==> src/rtl/lab3_sweep_decoder_if.sv <==
// Bus bundle for lab3_sweep_decoder.
// Control inputs: enable, mode, A, start, wrap, dwell.
// Status outputs: Dout (one-hot), idx, busy, done.
// master: drives controls, observes status. slave: the decoder itself.
interface lab3_sweep_decoder_if #(
   parameter int unsigned SEL_W   = 5,
   parameter int unsigned DWELL_W = 8
) ();
   localparam int unsigned OUT_W = 2 ** SEL_W;

   logic               enable;
   logic               mode;
   logic [SEL_W-1:0]   A;
   logic               start;
   logic               wrap;
   logic [DWELL_W-1:0] dwell;
   logic [OUT_W-1:0]   Dout;
   logic [SEL_W-1:0]   idx;
   logic               busy;
   logic               done;

   modport master (
      output enable, mode, A, start, wrap, dwell,
      input  Dout, idx, busy, done
   );

   modport slave (
      input  enable, mode, A, start, wrap, dwell,
      output Dout, idx, busy, done
   );
endinterface

==> src/rtl/lab3_sweep_decoder.sv <==
// Registered one-hot decoder with a sweep engine.
// Ports:
//   clk   - sole clock, rising edge
//   rst_n - asynchronous active-low reset
//   bus   - slave side of lab3_sweep_decoder_if (controls in, Dout/idx/busy/done out)
// mode=0 decodes A directly (1-cycle latency). mode=1 sweeps the index 0..OUT_W-1, holding each
// index for dwell+1 cycles, either one-shot (done pulse) or wrapping.
module lab3_sweep_decoder #(
   parameter int unsigned SEL_W   = 5,
   parameter int unsigned DWELL_W = 8
) (
   input  logic                     clk,
   input  logic                     rst_n,
   lab3_sweep_decoder_if.slave      bus
);
   localparam int unsigned OUT_W = 2 ** SEL_W;
   localparam logic [OUT_W-1:0] OneHot0 = {{(OUT_W-1){1'b0}}, 1'b1};
   localparam logic [SEL_W-1:0] IdxLast = {SEL_W{1'b1}};

   typedef enum logic [0:0] {StIdle, StRun} state_e;

   state_e             state_q, state_d;
   logic [OUT_W-1:0]   dout_q, dout_d;
   logic [SEL_W-1:0]   idx_q, idx_d;
   logic [DWELL_W-1:0] cnt_q, cnt_d;
   logic [DWELL_W-1:0] dwell_lat_q, dwell_lat_d;
   logic               done_q, done_d;

   always_comb begin
      state_d     = state_q;
      dout_d      = dout_q;
      idx_d       = idx_q;
      cnt_d       = cnt_q;
      dwell_lat_d = dwell_lat_q;
      done_d      = 1'b0;

      if (!bus.mode) begin
         // Direct decode; also the abort path when mode drops during a sweep.
         state_d = StIdle;
         idx_d   = bus.A;
         dout_d  = bus.enable ? (OneHot0 << bus.A) : '0;
      end else begin
         unique case (state_q)
            StIdle: begin
               dout_d = '0;
               if (bus.enable && bus.start) begin
                  state_d     = StRun;
                  idx_d       = '0;
                  dout_d      = OneHot0;
                  cnt_d       = '0;
                  dwell_lat_d = bus.dwell;
               end
            end
            StRun: begin
               if (!bus.enable) begin
                  dout_d = '0;
               end else if (dout_q == '0) begin
                  // Dout is only zero in RUN after a pause: re-show idx, counter stays frozen.
                  dout_d = OneHot0 << idx_q;
               end else if (cnt_q == dwell_lat_q) begin
                  cnt_d = '0;
                  if (idx_q == IdxLast) begin
                     if (bus.wrap) begin
                        idx_d  = '0;
                        dout_d = OneHot0;
                     end else begin
                        state_d = StIdle;
                        dout_d  = '0;
                        done_d  = 1'b1;
                     end
                  end else begin
                     idx_d  = idx_q + SEL_W'(1);
                     dout_d = OneHot0 << (idx_q + SEL_W'(1));
                  end
               end else begin
                  cnt_d  = cnt_q + DWELL_W'(1);
                  dout_d = OneHot0 << idx_q;
               end
            end
            default: state_d = StIdle;
         endcase
      end
   end

   always_ff @(posedge clk or negedge rst_n) begin
      if (!rst_n) begin
         state_q     <= StIdle;
         dout_q      <= '0;
         idx_q       <= '0;
         cnt_q       <= '0;
         dwell_lat_q <= '0;
         done_q      <= 1'b0;
      end else begin
         state_q     <= state_d;
         dout_q      <= dout_d;
         idx_q       <= idx_d;
         cnt_q       <= cnt_d;
         dwell_lat_q <= dwell_lat_d;
         done_q      <= done_d;
      end
   end

   assign bus.Dout = dout_q;
   assign bus.idx  = idx_q;
   assign bus.busy = (state_q == StRun);
   assign bus.done = done_q;
endmodule

==> src/flat_wrapper.sv <==
// flat-port wrapper written by rule: the top's interface ports become plain ports
module lab3_sweep_decoder_flat 
#(
   parameter int unsigned SEL_W   = 5,
   parameter int unsigned DWELL_W = 8
)
  (clk, rst_n, bus_enable, bus_mode, bus_A, bus_start, bus_wrap, bus_dwell, bus_Dout, bus_idx, bus_busy, bus_done);
  lab3_sweep_decoder_if #(.SEL_W(SEL_W), .DWELL_W(DWELL_W)) bus_i ();
  input  logic clk;
  input  logic rst_n;
  input wire logic [$bits(bus_i.enable)-1:0] bus_enable;
  input wire logic [$bits(bus_i.mode)-1:0] bus_mode;
  input wire logic [$bits(bus_i.A)-1:0] bus_A;
  input wire logic [$bits(bus_i.start)-1:0] bus_start;
  input wire logic [$bits(bus_i.wrap)-1:0] bus_wrap;
  input wire logic [$bits(bus_i.dwell)-1:0] bus_dwell;
  output wire logic [$bits(bus_i.Dout)-1:0] bus_Dout;
  output wire logic [$bits(bus_i.idx)-1:0] bus_idx;
  output wire logic [$bits(bus_i.busy)-1:0] bus_busy;
  output wire logic [$bits(bus_i.done)-1:0] bus_done;
  assign bus_i.enable = bus_enable;
  assign bus_i.mode = bus_mode;
  assign bus_i.A = bus_A;
  assign bus_i.start = bus_start;
  assign bus_i.wrap = bus_wrap;
  assign bus_i.dwell = bus_dwell;
  assign bus_Dout = bus_i.Dout;
  assign bus_idx = bus_i.idx;
  assign bus_busy = bus_i.busy;
  assign bus_done = bus_i.done;
  lab3_sweep_decoder #(.SEL_W(SEL_W), .DWELL_W(DWELL_W)) u_core (.clk(clk), .rst_n(rst_n), .bus(bus_i));
endmodule
==> config.mk <==
export PLATFORM = sky130hd
export DESIGN_NAME = lab3_sweep_decoder_flat
export DESIGN_NICKNAME = d
export VERILOG_FILES = /design/src/rtl/lab3_sweep_decoder_if.sv /design/src/rtl/lab3_sweep_decoder.sv /design/src/flat_wrapper.sv
export SDC_FILE = /design/constraint.sdc
export NUM_CORES = 1
export LEC_CHECK = 0
export ABC_AREA = 1
export BUFFER_PORTS_ARGS = -buffer_cell sky130_fd_sc_hd__buf_4
export CAP_MARGIN = 10
export CORE_MARGIN = 2
export CORE_UTILIZATION = 56
export CTS_CLUSTER_SIZE = 12
export DETAILED_ROUTE_END_ITERATION = 7
export PLACE_DENSITY_LB_ADDON = 0.05
export SLEW_MARGIN = 25
export SYNTH_ARGS = -nofsm -noshare
export SYNTH_HDL_FRONTEND = slang
export SYNTH_SLANG_ARGS = --single-unit
==> constraint.sdc <==
create_clock -name clk -period 4.4 [get_ports clk]
set_input_delay 0.22 -clock clk [delete_from_list [all_inputs] [get_ports clk]]
set_output_delay 0.22 -clock clk [all_outputs]
set_load 0.02 [all_outputs]
==> results of run 1 <==
[sequential cells by signal, summed over array words and instances, names as in the netlist]
| name | flops |
|---|---|
| u_core.bus.Dout | 32 |
| u_core.bus.done | 1 |
| u_core.dwell_lat_q | 8 |
| u_core.cnt_q | 8 |
| u_core.bus.busy | 1 |
| u_core.bus.idx | 5 |
[final cells by class]
type	instances	area (sq um)
Fill cell	636	2350
Inverter	53	199
Multi-Input combinational cell	477	2260
Sequential cell	55	1380
Tap cell	96	120
Clock buffer	5	68.8
Clock inverter	3	22.5
Timing Repair Buffer	58	438
[power groups by stage]
stage | combinational, uW | sequential [uW] | clock (uW)
floorplan | 288 | 588 | 0
global placement | 388 | 594 | 0
detailed placement | 394 | 596 | 0
CTS | 397 | 586 | 303
global route | 452 | 595 | 324
finish | 404 | 587 | 296
[logic make-up (layout without fill, tap and decap cells)]
kind of cell,Yosys count,count (layout),synth area share [%]
xor+xnor,4,4,0.883
buf+inv,79,119,8.82
fa+ha+maj,10,10,3.15
simple gates,390,390,41.5
compound gates,73,73,10.9
flops,55,55,34.7
[worst min-delay path: cells and delay by family]
| kind | cells | cell delay [ns] |
|---|---|---|
| simple gates | 1 | 0.04 |
| buf+inv | 1 | 0.08 |
| compound gates | 1 | 0.05 |
[Yosys cell counts (all sizes together)]
master / n / area share, %
a21oi: 18 / 3.2
nand2: 221 / 21
dfrtp: 55 / 35
a22oi: 1 / 0.19
buf: 17 / 3.0
clkbuf: 9 / 0.85
nor4: 8 / 1.3
nor3: 20 / 2.6
nor2: 83 / 8.6
xnor2: 2 / 0.44
o211ai: 10 / 1.9
o22ai: 3 / 0.47
nand4: 4 / 0.63
nand3b: 1 / 0.19
inv: 49 / 4.6
or2: 1 / 0.16
ha: 10 / 3.2
o21ai: 41 / 5.2
clkinv: 4 / 0.38
xor2: 2 / 0.44
nor3b: 2 / 0.38
nand3: 50 / 6.3
[path summary, 6_finish.rpt]
path	start	to	slack [ns]	cells past startpoint
max	u_core.bus.idx[3]	u_core.bus.Dout[3]	1.84	10
min	bus_dwell[2]	u_core.dwell_lat_q[2]	0.10	3
max reg2reg	u_core.bus.idx[3]	u_core.bus.Dout[3]	1.84	10
min reg2reg	u_core.dwell_lat_q[3]	u_core.dwell_lat_q[3]	0.58	2
max in group asynchronous	rst_n	u_core.bus.Dout[6]	3.44	2
min in group asynchronous	rst_n	u_core.dwell_lat_q[1]	0.48	2
[per-stage QoR]
stage / hold WS, ns / cell area [sq um]
floorplan: -0.0756 / 3970
global placement: 0.307 / 4370
detailed placement: 0.311 / 4370
CTS: 0.104 / 4470
global route: 0.101 / 4480
finish: 0.102 / 4480
[layer usage]
layer  wire length, um  GRT usage, %  vias to the layer above  part of all wire, %
li1                  -             -                     2037                    -
met1              5370          46.5                     1894                   48
met2              4860          44.4                      179                   43
met3               817          4.34                       16                  7.3
met4               161          6.89                        0                  1.4
met5                 0             0                        -                    0
[what timing repair did]
item	in CTS	in global routing
setup buffers	0	0
hold buffers	1	0
endpoints found under the hold margin	55	0
==> impl_metrics.tcl, run 1 <==
set metrics [dict create \
    die_h_um 88.2 \
    vdd_drop_max_mv 0.195 \
    syn_area_per_cell_sq_um 6.50 \
    final_util_pct 65.6 \
    cts_made_buffers 5 \
    period_minus_slack_ns 2.56 \
    die_w_um 88.2 \
    fin_setup_tns_ns 0 \
    clk_latency_ns 0.31 \
    clk_pin_slew_ns 0.11 \
    max_freq_ghz 0.390 \
    final_cell_mix "nand2_1 (218), nor2_1 (76), buf_4 (57), dfrtp_1 (55), nand3_1 (50)" \
    cp_data_arrival_time_ns 2.79 \
    ant_nets 0 \
    crit_family "simple AND/OR/NAND/NOR gates" \
    initial_utilization_pct 58.1 \
    p_leak_uw 0.00231 \
    wl_per_cell_um 15.0 \
    power_frac_comb_pct 31.4 \
    n_antenna_cell 0 \
    crit_chain "nand2_1 > nor2_1 > ha_1 > inv_1 > nand2_1 > nor2_1 > nand3_1 > nand2_1 > nand2_1 > a21oi_1" \
    start_kind "flip-flop" \
    fin_cells 747 \
    grt_usage_pct 30.0 \
    grt_max_degree 56 \
    dieArea_sq_um 7780 \
    cap_violations 0 \
    synth-seq-area-share_pct 34.7 \
    grt_pass1_vias 3594 \
    rows 30 \
    drtIter0Drc 321 \
    placeableCoreArea_sq_um 6830 \
    drc 0 \
    synthCells 611 \
    cp_num_buf_inv 1 \
    endpoint_kind "flip-flop" \
    pwr-share-clk_pct 23.0 \
    cts_buffer_depth 2 \
    critical_path_required_ns 4.62 \
    cts_root_buf "clkbuf_8" \
    status "finished clean" \
    pin_count 58 \
    drt_first_pass_iters 5 \
    layout_commonest_cell "nand2_1" \
    cts_tree "done" \
    routed_wl_um 11200 \
    hpwlAfterDp_um 8470 \
    p_seq_share_pct 45.6 \
    crit_fanout 19 \
    area_delta_synth_final_pct 12.9 \
    slew_viol_final 0 \
    num_vias 4126 \
    synth_seq_cells 55 \
    fin_skew_ns 0.00335 \
    cp_slowest_cell "dfrtp_1" \
    internal-power_uw 770 \
    fin_ws_ns 1.84 \
    finalPower_uw 1290 \
    ys_warn_count 0 \
    grt-ovfl-total 0 \
    synth_cell_types 35 \
    synth_area_sq_um 3970 \
    swShare_pct 40.2 \
    final_hold_viol_count 0 \
    drive_gt1_share_pct 14.4 \
    htreeDepth 2 \
    grt_antenna_before_repair 0 \
    setup_viol 0 \
    power_density_nw_per_um2 287 \
    viasPerCell 5.52 \
    dp.cells 738 \
    synth_nets 640 \
    crit_top_cell "nand2_1" \
    post-place-ws_ns 1.91 \
    grt_pass1_wl_um 18100 \
    period_share_pct 58.3 \
    crit_type "flip-flop to flip-flop" \
    relSlewSlack_pct 49.4 \
    place.port_buffers 57 \
    tightest_slew_ns 0.757 \
    post_cts_resized 0 \
    switchingPower_uw 518 \
    cts.sinks 55 \
    place.gp.congestion 1.02 \
    final_nets 679 \
    cpPeakStageDelay_ns 0.72 \
    hp-class "input pin to flip-flop" \
    rsz0062_at_grt "false" \
]
Power figures use the tool's default switching activity.
==> run 2, diff against run 1 <==
- clock period: 4.4 -> 2.6 ns (I/O delays scaled with it)
==> run 2 against run 1 <==
Count of clock-buffer cells in the layout did not move. Clock skew up 0.0017 ns. Critical path depth up 1. Clock power up 70%. Die area unchanged. Utilization rose by 0.38 points. Register-to-register slack worse by 1.6 ns. First-iteration DRC count up 12%. Combinational power is 78% higher. Sequential cell count stayed put. Critical path type unchanged. Critical endpoint is now u_core.bus.Dout[5]. Highest routed layer unchanged.
==> impl_metrics.tcl, run 2 (synthesis results as in run 1) <==
set metrics [dict create \
    cts_tree "done" \
    drtIter0Drc 360 \
    slew_viol_final 0 \
    clk_pin_slew_ns 0.11 \
    fin_setup_tns_ns 0 \
    status "finished clean" \
    htreeDepth 2 \
    setup_viol 0 \
    die_w_um 88.2 \
    placeableCoreArea_sq_um 6830 \
    cpPeakStageDelay_ns 0.54 \
    final_nets 684 \
    grt_pass1_wl_um 17800 \
    p_leak_uw 0.00234 \
    use_met2_pct 43.3 \
    place.gp.congestion 0.924 \
    vdd_drop_max_mv 0.314 \
    clk_latency_ns 0.32 \
    relSlewSlack_pct 50.4 \
    final_hold_viol_count 0 \
    start_kind "flip-flop" \
    cp_num_buf_inv 2 \
    ctsHoldBuffers 1 \
    post_cts_buffers 0 \
    crit_top_cell "nand2_1" \
    cts_buffer_depth 2 \
    power_density_nw_per_um2 487 \
    ant_nets 0 \
    area_delta_synth_final_pct 13.6 \
    place.port_buffers 57 \
    rsz0062_at_grt "false" \
    critical_path_required_ns 2.84 \
    cp_data_arrival_time_ns 2.60 \
    viasPerCell 5.50 \
    grt_max_degree 56 \
    hpwlAfterDp_um 8340 \
    crit_type "flip-flop to flip-flop" \
    met1_usage_pct 45.5 \
    n_antenna_cell 0 \
    fill_cells 652 \
    grt_antenna_before_repair 0 \
    worstHoldEndpoint "u_core.dwell_lat_q[2]" \
    min_from "bus_dwell[2]" \
    dieArea_sq_um 7780 \
    tightest_slew_ns 0.742 \
    rows 30 \
    worst_r2r_endpoint "u_core.bus.Dout[5]" \
    crit_family "simple AND/OR/NAND/NOR gates" \
    cts_made_buffers 5 \
    cts.sinks 55 \
    fin_ws_ns 0.233 \
    r2r_cells 11 \
    drc 0 \
    grtUsageMet3_pct 5.00 \
    r2r_start "u_core.bus.idx[0]" \
    cp_slowest_cell "dfrtp_1" \
    top_usage_layer "met1" \
    cts_root_buf "clkbuf_8" \
    endpoint_kind "flip-flop" \
    largest_reg_flops 32 \
    crit_chain "ha_1 > inv_1 > nor2_1 > ha_1 > inv_1 > nand2_1 > nor2_1 > nand3_1 > nand2_1 > nand2_1 > a21oi_1" \
    grt_usage_pct 29.4 \
    hold_depth 3 \
    initial_utilization_pct 58.1 \
    max_freq_ghz 0.423 \
    post-place-ws_ns 0.315 \
    num_vias 4135 \
    layout_commonest_cell "nand2_1" \
    grt-ovfl-total 0 \
    wl_per_cell_um 14.7 \
    fin_skew_ns 0.00506 \
    period_minus_slack_ns 2.37 \
    rrSetupSlack_ns 0.23 \
    crit_fanout 15 \
    routed_wl_um 11100 \
    hp-class "input pin to flip-flop" \
    drive_gt1_share_pct 14.8 \
    grt_pass1_vias 3547 \
    post_cts_resized 0 \
    cap_violations 0 \
    pin_count 58 \
    period_share_pct 91.0 \
    final_cell_mix "nand2_1 (218), nor2_1 (78), buf_4 (62), dfrtp_1 (55), nand3_1 (50)" \
    drt_first_pass_iters 5 \
    die_h_um 88.2 \
]
[run 2: cell count changes in the layout (fill, tap and decap cells not counted), sizes merged]
cell | before | now
buf | 57 | 62
[run 2: worst max path at each step]
| stage | cells past startpoint | start | to |
|---|---|---|---|
| 2_1_floorplan | 12 | u_core.bus.idx[0] | u_core.bus.Dout[6] |
| 3_3_place_gp | 11 | u_core.bus.idx[0] | u_core.bus.Dout[8] |
| 3_5_place_dp | 11 | u_core.bus.idx[0] | u_core.bus.Dout[5] |
| 4_1_cts | 11 | u_core.bus.idx[0] | u_core.bus.Dout[5] |
| 5_1_grt | 11 | u_core.bus.idx[0] | u_core.bus.Dout[8] |
| 6_report | 11 | u_core.bus.idx[0] | u_core.bus.Dout[5] |
[run 2: power by group]
group          total, uW  leakage, uW  internal (uW)  switching (uW)
Sequential           971     0.000745            907            63.3
Combinational        721      0.00154            212             509
Clock                503    0.0000485            194             309
Total               2190      0.00234           1310             881
[run 2: per-layer routing]
metal  routed length, um  share of wire [%]  up-vias
met2                4820                 43      208
li1                    -                  -     2039
met1                5160                 47     1877
met3                 972                8.8       11
met5                   0                  0        -
met4                 125                1.1        0
[run 2: cell type report]
cell class	instances	area, sq um	area share, %
inverters	53	199	4.41
clock buffers	5	68.8	1.53
clock inverters	3	22.5	0.499
well taps	96	120	2.66
flip-flops and latches	55	1380	30.5
repair buffers	63	475	10.5
multi-input cells	477	2250	49.8
[run 2: worst register-to-register path, cell delays in order (launching register included)]
cell	delay, ns
dfrtp_1	0.54
ha_1	0.28
inv_1	0.05
nor2_1	0.10
ha_1	0.26
inv_1	0.08
nand2_1	0.32
nor2_1	0.22
nand3_1	0.10
nand2_1	0.12
nand2_1	0.08
a21oi_1	0.14
[run 2: metrics by stage]
step           area (sq um)  std cells  util (%)  power [uW]  hold WS (ns)
4_1_cts                4510        752      66.0        2190        0.0122
5_1_grt                4510        752      66.0        2320       0.00166
3_3_place_gp           4400        743      64.5        1690         0.209
2_1_floorplan          3970        611         -        1480        -0.166
3_5_place_dp           4400        743      64.5        1690         0.221
6_report               4510        752      66.0        2190       0.00887
==> run 3, diff against run 2 <==
- CORE_UTILIZATION: 56 -> 40
==> run 3 against run 2 <==
Utilization down 18 points. Setup slack better by 0.12 ns. Sequential share of layout area down 0.70 points. Sequential cell count unchanged. First-iteration DRC count down 11%. Count of clock-buffer cells in the layout up 1. Combinational power up 2%. Register-to-register slack better by 0.12 ns. Sequential power down 0.8%. Via count down 2.7%.
==> impl_metrics.tcl, run 3 (synthesis results as in run 1) <==
set metrics [dict create \
    cts_made_buffers 5 \
    initial_utilization_pct 41.0 \
    start_kind "flip-flop" \
    drive_gt1_share_pct 14.8 \
    crit_type "flip-flop to flip-flop" \
    finalPower_uw 2300 \
    period_share_pct 86.3 \
    max_freq_ghz 0.446 \
    power_density_nw_per_um2 498 \
    placeableCoreArea_sq_um 9680 \
    die_h_um 104 \
    viasPerCell 5.08 \
    cp_data_arrival_time_ns 2.45 \
    pin_count 58 \
    status "finished clean" \
    grt_antenna_before_repair 0 \
    worst_r2r_endpoint "u_core.bus.Dout[31]" \
    final_nets 688 \
    wl_per_cell_um 14.7 \
    rrSetupSlack_ns 0.36 \
    vdd_drop_max_mv 0.244 \
    dp.cells 781 \
    cts_tree "done" \
    final_cell_area_sq_um 4620 \
    cp_slowest_cell "dfrtp_1" \
    pwr-share-clk_pct 26.3 \
    cts_root_buf "clkbuf_8" \
    final_cell_mix "nand2_1 (217), nor2_1 (78), buf_4 (63), dfrtp_1 (55), nand3_1 (50)" \
    met1Wirelength_um 5870 \
    fin_setup_tns_ns 0 \
    period_minus_slack_ns 2.24 \
    dieArea_sq_um 10700 \
    rsz0062_at_grt "false" \
    area_delta_synth_final_pct 16.3 \
    fin_skew_ns 0.0170 \
    routed.top_layer "met4" \
    p_leak_uw 0.00236 \
    fin_cells 793 \
    r2r_start "u_core.bus.idx[1]" \
    fin_hold_ws_ns 0.00901 \
    crit_fanout 16 \
    ant_nets 0 \
    power_frac_comb_pct 31.8 \
    drtIter0Drc 320 \
    clk_latency_ns 0.34 \
    critical_path_required_ns 2.81 \
    num_vias 4025 \
    p_seq_share_pct 41.9 \
    grt-ovfl-total 0 \
    cts.sinks 55 \
    fill_cells 1013 \
    regArea_sq_um 1380 \
    place.gp.congestion 0.949 \
    grt_pass1_vias 3770 \
    grt_usage_pct 22.4 \
    crit_family "simple AND/OR/NAND/NOR gates" \
    routed-wl-met3_um 870 \
    cp_num_buf_inv 1 \
    worstHoldEndpoint "u_core.dwell_lat_q[7]" \
    r2r_cells 8 \
    switchingPower_uw 883 \
    cap_violations 0 \
    crit_chain "ha_1 > inv_1 > nor2_1 > ha_1 > nand2_1 > o21ai_0 > o211ai_1 > nand2_1" \
    swShare_pct 38.4 \
    hp-class "input pin to flip-flop" \
    hold_depth 3 \
    rows 36 \
    slew_viol_final 0 \
    place_area_sq_um 4460 \
    relSlewSlack_pct 48.6 \
    wl_met2_um 4750 \
    cpPeakStageDelay_ns 0.52 \
    routed_wl_um 11600 \
    largest_reg_flops 32 \
    internal-power_uw 1420 \
    setup_viol 0 \
    drt_first_pass_iters 5 \
    clk_pin_slew_ns 0.12 \
    die_w_um 104 \
    min_from "bus_dwell[7]" \
    hpwlAfterDp_um 8890 \
    final_hold_viol_count 0 \
    grt_pass1_wl_um 19300 \
    layout_commonest_cell "nand2_1" \
    endpoint_kind "flip-flop" \
    htreeDepth 2 \
    tightest_slew_ns 0.769 \
    n_antenna_cell 0 \
    drc 0 \
    place.port_buffers 57 \
    grt_max_degree 56 \
    multiInputGateArea_sq_um 2250 \
    cts_buffer_depth 2 \
]
-- run 3: cell count changes in the layout (fill, tap and decap cells not counted), sizes merged --
cell	previous run	this run
bufinv	0	1
dlygate4sd3	1	4
clkinv	6	4
buf	62	63
clkbuf	5	6
-- run 3: routing by layer --
layer	up-vias	GRT usage, %
met3	10	5.16
met5	-	0
met4	0	5.79
met2	126	32.8
met1	1834	33.2
li1	2055	-
-- run 3: worst reg2reg max path, cell delays in order (launching register included) --
cell      delay (ns)
dfrtp_1         0.52
ha_1            0.29
inv_1           0.06
nor2_1          0.11
ha_1            0.27
nand2_1         0.39
o21ai_0         0.18
o211ai_1        0.19
nand2_1         0.10
-- run 3: area by class of cell --
type,count,area share [%]
clock buffers,6,1.57
repair buffers,67,11.1
clock inverters,2,0.840
flip-flops and latches,55,29.8
multi-input cells,477,48.7
inverters,53,4.31
well taps,133,3.61
-- run 3: timing repair --
item / 4_1_cts / 5_1_grt
setup endpoints to repair: 0 / 4
setup buffers: 0 / 0
hold endpoints to repair: 58 / 0
hold buffers: 4 / 0
gates resized for setup: 0 / 1
-- run 3: power by group through the flow --
stage | Sequential, uW | Combinational (uW) | Clock [uW]
after floorplan | 995 | 488 | 0
final | 963 | 732 | 606
after global placement | 976 | 722 | 0
after detailed placement | 979 | 723 | 0
after global routing | 972 | 833 | 664
after CTS | 963 | 730 | 625
-- run 3: stage by stage --
stage	worst slack (ns)	utilization, %
after floorplan	0.497	-
after global placement	0.338	46.0
after detailed placement	0.278	46.0
after CTS	0.224	47.6
after global routing	0.160	47.7
final	0.357	47.7
-- run 3: worst max-delay path by stage --
| stage | start | end | slack [ns] | depth (start not counted) |
|---|---|---|---|---|
| final | u_core.bus.idx[1] | u_core.bus.Dout[31] | 0.36 | 8 |
| after floorplan | u_core.bus.idx[0] | u_core.bus.Dout[6] | 0.50 | 12 |
| after global placement | u_core.bus.idx[1] | u_core.bus.Dout[3] | 0.34 | 11 |
| after global routing | u_core.bus.idx[1] | u_core.bus.Dout[3] | 0.16 | 11 |
| after detailed placement | u_core.bus.idx[1] | u_core.bus.Dout[3] | 0.28 | 11 |
| after CTS | u_core.bus.idx[1] | u_core.bus.Dout[3] | 0.22 | 11 |
